File: src/rtl/vx_fpu_fflags_arb_pkg.sv
// Shared types for the FPU fflags arbiter and its round-robin helper.
// fflags_t holds one RISC-V exception flag set, MSB first: {NV,DZ,OF,UF,NX}.
package vx_fpu_fflags_arb_pkg;

  localparam int FFLAGS_BITS = 5;

  typedef struct packed {
    logic nv;
    logic dz;
    logic of;
    logic uf;
    logic nx;
  } fflags_t;

  // Width of a warp / slot index; never narrower than one bit.
  function automatic int nw_bits(input int n);
    return (n > 1) ? $clog2(n) : 1;
  endfunction

endpackage

File: src/rtl/vx_fpu_fflags_arb_rr_find_first.sv
// Round-robin first-set finder: rotates the request vector so start_i sits at
// bit 0, priority-encodes the lowest set bit, then rotates the index back.
// Shared by the round-robin arbiters in this codebase.
module vx_rr_find_first
  import vx_fpu_fflags_arb_pkg::*;
#(
  parameter  int N = 4,
  localparam int W = nw_bits(N)
) (
  input  logic [N-1:0] req_i,
  input  logic [W-1:0] start_i,
  output logic         valid_o,
  output logic [W-1:0] index_o
);

  localparam logic [W:0] N_W = (W + 1)'(N);

  logic [N-1:0] rot;
  logic [W-1:0] pos;
  logic [W:0]   sum;

  // Rotate, pick lowest set bit, map back to an absolute index modulo N.
  always_comb begin
    // NOTE: every variable gets a default before any conditional write, so no
    // path leaves it unassigned and no latch is inferred.
    rot = N'({req_i, req_i} >> start_i);
    pos = '0;
    for (int i = N - 1; i >= 0; i--) begin
      if (rot[i]) pos = W'(i);
    end
    sum = {1'b0, start_i} + {1'b0, pos};
    if (sum >= N_W) sum = sum - N_W;
    index_o = sum[W-1:0];
  end

  assign valid_o = |req_i;

endmodule

File: src/rtl/vx_fpu_fflags_arb.sv
// FPU fflags write-port arbiter.
// FPU requesters write exception flags fire-and-forget; flags are OR-merged
// into a per-warp accumulator and drained to the single CSR fflags write port
// one warp per cycle, round-robin across warps. A per-warp pending query lets
// the CSR unit stall an fflags read until that warp's flags are committed.
// Optional build macro: VX_FPU_FFLAGS_ARB_BYPASS_EN -- when nothing is pending
// and this cycle's flags target a single warp, forward them to the CSR port in
// the same cycle instead of going through the accumulator.
module vx_fpu_fflags_arb
  import vx_fpu_fflags_arb_pkg::*;
#(
  parameter  int NUM_WARPS = 4,
  parameter  int NUM_REQS  = 2,
  localparam int NW_BITS   = nw_bits(NUM_WARPS)
) (
  input  logic                            clk,
  input  logic                            reset,
  input  logic [NUM_REQS-1:0]             req_write_enable,
  input  logic [NUM_REQS*NW_BITS-1:0]     req_write_wid,
  input  logic [NUM_REQS*FFLAGS_BITS-1:0] req_write_fflags,
  output logic                            csr_write_enable,
  output logic [NW_BITS-1:0]              csr_write_wid,
  output logic [FFLAGS_BITS-1:0]          csr_write_fflags,
  input  logic [NW_BITS-1:0]              query_wid,
  output logic                            query_pending,
  output logic                            pending_any
);

  logic [NUM_WARPS-1:0]   pend_q, pend_d;
  fflags_t [NUM_WARPS-1:0] acc_q, acc_d;
  logic [NW_BITS-1:0]     rr_ptr_q, rr_ptr_d;

  fflags_t [NUM_WARPS-1:0] merged;
  logic [NUM_WARPS-1:0]   hit;

  logic                   rr_valid;
  logic [NW_BITS-1:0]     rr_idx;

  logic                   byp_fire;
  logic [NW_BITS-1:0]     byp_wid;

  logic                   sel_en;
  logic [NW_BITS-1:0]     sel_wid;
  fflags_t                sel_fl;
  logic [NUM_WARPS-1:0]   drain;

  // Merge this cycle's requests per warp; all-zero flag writes carry no
  // information and are dropped so they never raise pending.
  always_comb begin
    merged = '0;
    hit    = '0;
    for (int r = 0; r < NUM_REQS; r++) begin
      for (int w = 0; w < NUM_WARPS; w++) begin
        if (req_write_enable[r]
            && (req_write_fflags[r*FFLAGS_BITS +: FFLAGS_BITS] != '0)
            && (req_write_wid[r*NW_BITS +: NW_BITS] == NW_BITS'(w))) begin
          merged[w] = merged[w] | req_write_fflags[r*FFLAGS_BITS +: FFLAGS_BITS];
          hit[w]    = 1'b1;
        end
      end
    end
  end

  // Round-robin pick among pending warps, starting at rr_ptr.
  vx_rr_find_first #(
    .N (NUM_WARPS)
  ) u_rr_find_first (
    .req_i   (pend_q),
    .start_i (rr_ptr_q),
    .valid_o (rr_valid),
    .index_o (rr_idx)
  );

`ifdef VX_FPU_FFLAGS_ARB_BYPASS_EN
  // Encode the single targeted warp for same-cycle forwarding.
  always_comb begin
    byp_wid = '0;
    for (int w = 0; w < NUM_WARPS; w++) begin
      if (hit[w]) byp_wid = NW_BITS'(w);
    end
  end

  assign byp_fire = (pend_q == '0) && $onehot(hit);
`else
  assign byp_wid  = '0;
  assign byp_fire = 1'b0;
`endif

  // Choose what goes to the CSR port this cycle: forwarded flags, or the
  // accumulator of the round-robin winner.
  always_comb begin
    sel_en  = 1'b0;
    sel_wid = '0;
    sel_fl  = '0;
    drain   = '0;
    if (byp_fire) begin
      sel_en  = 1'b1;
      sel_wid = byp_wid;
      sel_fl  = merged[byp_wid];
    end else if (rr_valid) begin
      sel_en        = 1'b1;
      sel_wid       = rr_idx;
      sel_fl        = acc_q[rr_idx];
      drain[rr_idx] = 1'b1;
    end
  end

  // Next state: a drained warp sends its old flags; flags arriving in the same
  // cycle start a fresh accumulation, so nothing is ever lost.
  always_comb begin
    pend_d   = pend_q;
    acc_d    = acc_q;
    rr_ptr_d = rr_ptr_q;
    if (!byp_fire) begin
      for (int w = 0; w < NUM_WARPS; w++) begin
        pend_d[w] = (pend_q[w] & ~drain[w]) | hit[w];
        acc_d[w]  = drain[w] ? merged[w] : (acc_q[w] | merged[w]);
      end
    end
    if (sel_en) begin
      rr_ptr_d = (sel_wid == NW_BITS'(NUM_WARPS - 1)) ? '0 : sel_wid + 1'b1;
    end
  end

  // State registers; reset discards everything still pending.
  always_ff @(posedge clk or posedge reset) begin
    // NOTE: the accumulator array is reset along with pend: a stale acc would
    // otherwise be ORed into the first post-reset flags of that warp.
    if (reset) begin
      pend_q   <= '0;
      acc_q    <= '0;
      rr_ptr_q <= '0;
    end else begin
      // NOTE: non-blocking assignments so every flop samples pre-edge values.
      pend_q   <= pend_d;
      acc_q    <= acc_d;
      rr_ptr_q <= rr_ptr_d;
    end
  end

  assign csr_write_enable = sel_en;
  assign csr_write_wid    = sel_wid;
  assign csr_write_fflags = sel_fl;
  assign query_pending    = pend_q[query_wid] | hit[query_wid];
  assign pending_any      = (|pend_q) | (|hit);

endmodule

File: config.mk
export PLATFORM = sky130hd
export DESIGN_NAME = vx_fpu_fflags_arb
export DESIGN_NICKNAME = d
export VERILOG_FILES = /design/src/rtl/vx_fpu_fflags_arb_pkg.sv /design/src/rtl/vx_fpu_fflags_arb_rr_find_first.sv /design/src/rtl/vx_fpu_fflags_arb.sv
export SDC_FILE = /design/constraint.sdc
export NUM_CORES = 1
export LEC_CHECK = 0
export ABC_AREA = 0
export CAP_MARGIN = 10
export CORE_ASPECT_RATIO = 1.5
export CORE_MARGIN = 2
export CORE_UTILIZATION = 52
export DETAILED_ROUTE_END_ITERATION = 12
export HOLD_SLACK_MARGIN = 0.08
export PLACE_DENSITY = 0.89
export SETUP_SLACK_MARGIN = 0.4
export SYNTH_ARGS = -nofsm -noshare
export SYNTH_HDL_FRONTEND = slang
export SYNTH_SLANG_ARGS = --single-unit
File: constraint.sdc
create_clock -name clk -period 3.2 [get_ports clk]
set_clock_uncertainty 0.2 [all_clocks]
set_input_delay 0.64 -clock clk [delete_from_list [all_inputs] [get_ports clk]]
set_output_delay 0.64 -clock clk [all_outputs]
set_load 0.05 [all_outputs]
==> results of run 1 <==
-- synthesized netlist by cell type, drive strengths merged, types with 3 or more instances --
master	instances
nor3	7
nand2	5
nor2	12
clkbuf	3
and2	5
o211ai	6
a21oi	8
nand2b	7
o21ai	16
buf	8
nand3	4
a21o	8
dfrtp	26
inv	23
a22o	10
or4	3
a22oi	10
a221o	5
nor4	5
nor2b	6
-- area by class of cell --
type / count / area share [%]
Timing Repair Buffer: 96 / 30.6
Multi-Input combinational cell: 139 / 41.1
Tap cell: 40 / 1.64
Clock inverter: 1 / 0.986
Inverter: 23 / 2.84
Clock buffer: 3 / 1.36
Sequential cell: 26 / 21.5
-- timing repair --
action	CTS	global route
pin swaps	20	20
setup buffers	20	9
resized for setup	65	40
endpoints found under the setup margin	25	31
gates cloned	1	0
hold buffers	0	0
-- state kept, by name, summed over array words and instances (netlist names) --
register / cells
acc_q: 20
pend_q: 4
rr_ptr_q: 2
-- logic make-up (layout without fill, tap and decap cells) --
family / Yosys count / count (layout) / share of synthesized area, %
AOI/OAI and AO/OA: 75 / 75 / 32.1
and+or+nand+nor: 59 / 60 / 19.4
buffers and inverters: 34 / 123 / 8.37
DFF: 26 / 26 / 37.8
xor gates and xnor gates: 3 / 3 / 1.53
adders and majority gates: 1 / 1 / 0.728
-- critical path: stages, from the launching register on --
cell      delay, ns
dfrtp_1        0.56
buf_4          0.24
nand2b_1       0.08
nor4_1         0.42
a21o_1         0.27
o21ai_2        0.13
buf_4          0.22
a22o_1         0.29
a21oi_4        0.19
buf_12         0.15
-- routing by layer --
| layer | part of all wire (%) | up-vias | wire [um] | global-route usage, % |
|---|---|---|---|---|
| met5 | 0 | - | 0 | 0 |
| met4 | 14 | 0 | 1460 | 35.7 |
| met3 | 14 | 161 | 1460 | 11.8 |
| met2 | 42 | 327 | 4490 | 76.2 |
| met1 | 30 | 1152 | 3250 | 54.1 |
| li1 | - | 905 | - | - |
-- final timing paths --
path | startpoint | end | slack, ns | depth (start not counted)
min | acc_q[12] | acc_q[12] | 0.31 | 1
max | rr_ptr_q[1] | csr_write_fflags[0] | -0.50 | 9
max reg2reg | pend_q[0] | acc_q[6] | 0.05 | 13
min in group asynchronous | reset | pend_q[1] | 0.55 | 3
max in group asynchronous | reset | rr_ptr_q[0] | 1.96 | 3
min reg2reg | acc_q[12] | acc_q[12] | 0.31 | 1
-- metrics by stage --
step,hold slack [ns],std cells
after floorplan,0.241,198
after global placement,0.252,294
after detailed placement,0.261,294
after CTS,0.281,319
after global routing,0.321,328
final,0.307,328
==> impl_metrics.prom, run 1 <==
# TYPE chip_impl_metric gauge
chip_impl_metric{name="worst_margin_slew",unit="ns"} 0.466
chip_impl_metric{name="placed_area",unit="um2"} 2440
chip_impl_info{name="setup.worst_path.start_class",value="flip-flop"} 1
chip_impl_metric{name="synth_top_cell_area_share",unit="%"} 37.8
chip_impl_metric{name="top_level_ports",unit=""} 30
chip_impl_metric{name="portBuffers",unit=""} 29
chip_impl_metric{name="drc",unit=""} 0
chip_impl_metric{name="post_synth.cell_area_avg",unit="um2"} 8.68
chip_impl_metric{name="vias_per_cell",unit=""} 7.76
chip_impl_metric{name="post_synth_inst_count",unit=""} 198
chip_impl_metric{name="die_area",unit="um2"} 3790
chip_impl_metric{name="fin_crit_sh",unit="%"} 115
chip_impl_metric{name="fmax",unit="GHz"} 0.271
chip_impl_info{name="tritoncts",value="built"} 1
chip_impl_metric{name="groute.usage.overall",unit="%"} 47.4
chip_impl_metric{name="synth_sequential_area_ratio",unit="%"} 37.8
chip_impl_metric{name="grt_antenna_before_repair",unit=""} 0
chip_impl_info{name="path_class",value="reg -> out"} 1
chip_impl_metric{name="slew_headroom",unit="%"} 68.6
chip_impl_metric{name="routed-via-count",unit=""} 2545
chip_impl_metric{name="flip_flop_and_latch_area",unit="um2"} 656
chip_impl_metric{name="gp_congestion",unit=""} 0.903
chip_impl_info{name="outcome",value="finished with violations"} 1
chip_impl_metric{name="dr.pass1.iters",unit=""} 5
chip_impl_metric{name="dr.first_iter.drc_count",unit=""} 350
chip_impl_metric{name="synth_enable_flop_cells",unit=""} 0
chip_impl_info{name="yosysTopAreaCell",value="dfrtp_1"} 1
chip_impl_metric{name="number_of_maximum_capacitance_violations",unit=""} 0
chip_impl_metric{name="async_flop_share",unit="%"} 100
chip_impl_metric{name="drtAntennaViolNets",unit=""} 0
chip_impl_info{name="cp-end-kind",value="output port"} 1
chip_impl_metric{name="via_count_of_the_first_global_routing_pass",unit=""} 2344
chip_impl_metric{name="fillers",unit=""} 63
chip_impl_metric{name="fraction_of_layout_cells_with_a_size_suffix_above_1",unit="%"} 47.6
chip_impl_info{name="ys_dominant_reg_cell",value="dfrtp_1"} 1
chip_impl_metric{name="later_pin_clock_latency_in_the_skew_report",unit="ns"} 0.28
chip_impl_metric{name="yosysUniqueCellTypes",unit=""} 41
chip_impl_info{name="failed_checks",value="negative setup slack"} 1
chip_impl_metric{name="detailedPlace.worstSlack",unit="ns"} -0.420
chip_impl_metric{name="timing.final.ws_setup",unit="ns"} -0.495
chip_impl_metric{name="critical_path_arrival",unit="ns"} 2.86
chip_impl_info{name="unrepaired_setup_endpoints_after_global_routing",value="true"} 1
chip_impl_metric{name="post_drt_wl_per_cell",unit="um"} 32.5
chip_impl_metric{name="post_synth_instance_area",unit="um2"} 1720
chip_impl_metric{name="fin_area",unit="um2"} 3040
chip_impl_metric{name="antenna_cells",unit=""} 0
chip_impl_metric{name="ys_seq_elements",unit=""} 26
chip_impl_metric{name="die_w",unit="um"} 50.9
chip_impl_metric{name="design.core.area",unit="um2"} 3160
chip_impl_metric{name="multi_input_gate_area_in_the_final_layout",unit="um2"} 1250
chip_impl_metric{name="final_hold_viol_count",unit=""} 0
chip_impl_metric{name="clock-sinks",unit=""} 26
chip_impl_metric{name="fp.dieH",unit="um"} 74.4
chip_impl_info{name="timing.hold.worst.class",value="reg -> reg"} 1
chip_impl_metric{name="grt-ovfl-total",unit=""} 0
chip_impl_metric{name="nets",unit=""} 310
chip_impl_metric{name="synthToLayoutAreaGrowth",unit="%"} 77.1
chip_impl_metric{name="routed_wirelength",unit="mm"} 10.7
chip_impl_metric{name="worst-endpoint-required",unit="ns"} 2.36
chip_impl_metric{name="critPathMaxFanout",unit=""} 7
chip_impl_metric{name="tritoncts.num_buffers",unit=""} 3
chip_impl_metric{name="maximum_number_of_pins_on_one_net_before_global_route_repair",unit=""} 27
chip_impl_metric{name="setup_viol_count_final",unit=""} 7
chip_impl_metric{name="pins_over_slew_limit",unit=""} 0
chip_impl_metric{name="clk_pin_slew",unit="ns"} 0.10
chip_impl_metric{name="hpwl_after_detailed_placement",unit="mm"} 3.80
chip_impl_metric{name="syn-num-nets",unit=""} 219
chip_impl_info{name="ctsRootBufferMaster",value="clkbuf_8"} 1
chip_impl_info{name="mostFrequentLayoutCell",value="buf_4"} 1
chip_impl_info{name="top_library_cells_by_usage_in_the_layout_fill_and_taps_aside",value="buf_4, inv_1, dfrtp_1"} 1
chip_impl_metric{name="fp-row-count",unit=""} 25
chip_impl_metric{name="global_route_wire_length_before_repair",unit="mm"} 12.7
chip_impl_metric{name="finish.utilization",unit="%"} 96.4
chip_impl_metric{name="cts_htree_levels",unit=""} 1
chip_impl_metric{name="setup_tns",unit="ns"} -2.94
chip_impl_metric{name="cts_max_path_buffers",unit=""} 2
chip_impl_metric{name="fin_crit",unit="ns"} 3.70
chip_impl_metric{name="synth_warnings",unit=""} 0
chip_impl_info{name="post_synth_main_area_contributors",value="dfrtp_1, a22o_1, inv_1"} 1
chip_impl_metric{name="initial_core_util",unit="%"} 54.4
Power of run 1 is left out: the tool's default activity adds up to more than one toggle a clock period on the data nets, which glitch-free logic cannot reach.
==> run 2, diff against run 1 <==
GPL_ROUTABILITY_DRIVEN = 0   (was default)
==> results of run 2 <==
No change in the layout: final DEF, timing and power equal those of run 1.
Power of run 2 is left out for the same reason.
==> run 3, diff against run 2 <==
CAP_MARGIN = 20   (was 10)
CELL_PAD_IN_SITES_DETAIL_PLACEMENT = 1   (was default)
CELL_PAD_IN_SITES_GLOBAL_PLACEMENT = 1   (was default)
CORE_UTILIZATION = 39   (was 52)
RECOVER_POWER = 25   (was default)
==> run 3 against run 2 <==
  * The run ends with max-capacitance violations, max-slew violations, negative setup slack left
  * Sequential share of layout area is 2.2 points higher
  * Fmax up 6.7%
  * Die area rose by 31%
  * Hold slack worse by 0.020 ns
  * Cell area fell by 9.3%
  * Flip-flop and latch count stayed put
  * Routed wire length fell by 32%
  * First-iteration DRC count down 79%
  * Global-route usage shrank 20 points
  * Via count is 23% lower
==> impl_metrics.prom, run 3 (synthesized netlist as in run 1, its figures left out) <==
# TYPE chip_impl_metric gauge
chip_impl_info{name="outcome",value="finished with violations"} 1
chip_impl_info{name="failed_checks",value="max-capacitance violations, max-slew violations, negative setup slack"} 1
chip_impl_info{name="timing.hold.worst.class",value="reg -> reg"} 1
chip_impl_metric{name="ff2ff_setup_slack",unit="ns"} 0.46
chip_impl_info{name="crit_end",value="csr_write_fflags[0]"} 1
chip_impl_info{name="layer_carrying_the_most_global_route_usage",value="met2"} 1
chip_impl_metric{name="drtAntennaViolNets",unit=""} 0
chip_impl_metric{name="clock-sinks",unit=""} 26
chip_impl_metric{name="synthToLayoutAreaGrowth",unit="%"} 60.6
chip_impl_metric{name="post_drt_wl_per_cell",unit="um"} 22.9
chip_impl_metric{name="initial_core_util",unit="%"} 40.5
chip_impl_metric{name="use_met1",unit="%"} 35.4
chip_impl_metric{name="final_hold_viol_count",unit=""} 0
chip_impl_metric{name="groute.usage.overall",unit="%"} 27.8
chip_impl_metric{name="cts_max_path_buffers",unit=""} 2
chip_impl_metric{name="fillers",unit=""} 458
chip_impl_metric{name="portBuffers",unit=""} 29
chip_impl_metric{name="fp.dieH",unit="um"} 85.3
chip_impl_info{name="setup.worst_path.start_class",value="flip-flop"} 1
chip_impl_info{name="crit_reg_reg_endpoint",value="acc_q[5]"} 1
chip_impl_metric{name="slew_headroom",unit="%"} -1.86
chip_impl_metric{name="antenna_cells",unit=""} 0
chip_impl_info{name="unrepaired_setup_endpoints_after_global_routing",value="true"} 1
chip_impl_metric{name="grt_use_met2",unit="%"} 47.6
chip_impl_info{name="ctsRootBufferMaster",value="clkbuf_8"} 1
chip_impl_metric{name="tritoncts.num_buffers",unit=""} 3
chip_impl_metric{name="number_of_maximum_capacitance_violations",unit=""} 1
chip_impl_metric{name="pins_over_slew_limit",unit=""} 27
chip_impl_metric{name="nets",unit=""} 292
chip_impl_metric{name="r2r.worst_path.cells",unit=""} 8
chip_impl_metric{name="die_w",unit="um"} 58.2
chip_impl_metric{name="global_route_wire_length_before_repair",unit="mm"} 10.6
chip_impl_metric{name="hpwl_after_detailed_placement",unit="mm"} 4.28
chip_impl_metric{name="critPathMaxFanout",unit=""} 6
chip_impl_metric{name="worst_margin_slew",unit="ns"} 1.53
chip_impl_metric{name="grt_antenna_before_repair",unit=""} 0
chip_impl_metric{name="design.core.area",unit="um2"} 4250
chip_impl_metric{name="maximum_number_of_pins_on_one_net_before_global_route_repair",unit=""} 27
chip_impl_metric{name="vias_per_cell",unit=""} 6.22
chip_impl_info{name="regToRegStartpoint",value="rr_ptr_q[0]"} 1
chip_impl_metric{name="groute.layer.met3.usage",unit="%"} 1.68
chip_impl_metric{name="largest_register_ff_count",unit=""} 20
chip_impl_info{name="top_library_cells_by_usage_in_the_layout_fill_and_taps_aside",value="buf_4, dfrtp_1, inv_1"} 1
chip_impl_metric{name="fp-row-count",unit=""} 29
chip_impl_metric{name="clk_pin_slew",unit="ns"} 0.10
chip_impl_metric{name="drc",unit=""} 0
chip_impl_info{name="critical_path.startpoint",value="rr_ptr_q[0]"} 1
chip_impl_metric{name="via_count_of_the_first_global_routing_pass",unit=""} 2055
chip_impl_metric{name="cts_htree_levels",unit=""} 1
chip_impl_metric{name="setup_viol_count_final",unit=""} 7
chip_impl_metric{name="place_inst",unit=""} 299
chip_impl_metric{name="fmax",unit="GHz"} 0.289
chip_impl_info{name="path_class",value="reg -> out"} 1
chip_impl_metric{name="multi_input_gate_area_in_the_final_layout",unit="um2"} 1180
chip_impl_info{name="cp-end-kind",value="output port"} 1
chip_impl_metric{name="routed-via-count",unit=""} 1958
chip_impl_metric{name="dr.first_iter.drc_count",unit=""} 73
chip_impl_metric{name="top_level_ports",unit=""} 30
chip_impl_metric{name="grt-ovfl-total",unit=""} 0
chip_impl_metric{name="critical_path_arrival",unit="ns"} 2.62
chip_impl_metric{name="die_area",unit="um2"} 4970
chip_impl_metric{name="fraction_of_layout_cells_with_a_size_suffix_above_1",unit="%"} 41.3
chip_impl_info{name="tritoncts",value="built"} 1
chip_impl_metric{name="routed_wirelength",unit="mm"} 7.22
chip_impl_info{name="registers.top_by_ff_count",value="acc_q"} 1
chip_impl_metric{name="fin_crit",unit="ns"} 3.46
chip_impl_info{name="biggestRegsByFlops",value="acc_q (20), pend_q (4), rr_ptr_q (2)"} 1
chip_impl_metric{name="worst-endpoint-required",unit="ns"} 2.36
chip_impl_metric{name="later_pin_clock_latency_in_the_skew_report",unit="ns"} 0.28
chip_impl_metric{name="finalNonFillerCells",unit=""} 315
chip_impl_metric{name="fin_crit_sh",unit="%"} 108
chip_impl_metric{name="timing.final.ws_setup",unit="ns"} -0.264
chip_impl_info{name="mostFrequentLayoutCell",value="buf_4"} 1
chip_impl_metric{name="dr.pass1.iters",unit=""} 4
chip_impl_metric{name="flip_flop_and_latch_area",unit="um2"} 654
## run 3: worst max-delay path, stage by stage, from the launching register on
cell and delay (ns):
dfrtp_2 0.47, o311a_1 0.37, o21ai_2 0.18, ha_4 0.19
xor2_4 0.09, or3_4 0.43, a22o_1 0.28, a21oi_4 0.17
buf_12 0.15
## run 3: worst min-delay path by stage
| stage | from | slack [ns] | cells past startpoint | end |
|---|---|---|---|---|
| 2_1_floorplan | acc_q[10] | 0.24 | 1 | acc_q[10] |
| 3_3_place_gp | acc_q[14] | 0.26 | 1 | acc_q[14] |
| 3_5_place_dp | acc_q[11] | 0.27 | 1 | acc_q[11] |
| 4_1_cts | acc_q[12] | 0.29 | 1 | acc_q[12] |
| 5_1_grt | acc_q[12] | 0.31 | 1 | acc_q[12] |
| 6_report | acc_q[12] | 0.29 | 1 | acc_q[12] |
## run 3: metrics by stage
| stage | worst slack, ns | utilization, % | cell area (um2) | hold slack (ns) | TNS (ns) |
|---|---|---|---|---|---|
| after floorplan | -0.0306 | - | 1830 | 0.241 | -0.122 |
| after global placement | -0.401 | 57.7 | 2450 | 0.255 | -0.411 |
| after detailed placement | -0.453 | 57.7 | 2450 | 0.268 | -0.520 |
| after CTS | -0.216 | 62.6 | 2660 | 0.287 | -1.36 |
| after global routing | -0.343 | 65.0 | 2760 | 0.306 | -2.10 |
| final | -0.264 | 65.0 | 2760 | 0.286 | -1.49 |
## run 3: layout make-up
class	instances	area share (%)
Tap cell	46	2.08
Timing Repair Buffer	78	26.9
Clock buffer	3	1.50
Multi-Input combinational cell	139	42.7
Sequential cell	26	23.7
Inverter	23	3.13
## run 3: timing repair
item,CTS,global route
hold endpoints to repair,0,0
buffers inserted,11,1
hold buffers,0,0
gates resized for setup,46,26
cloned,0,1
setup endpoints to repair,28,25
pin swaps,7,15
## run 3: per-layer routing
metal | wire length (um) | vias up
met5 | 0 | -
met4 | 395 | 0
met3 | 350 | 38
met2 | 3600 | 107
met1 | 2880 | 939
li1 | - | 874
Power of run 3 is left out for the same reason.
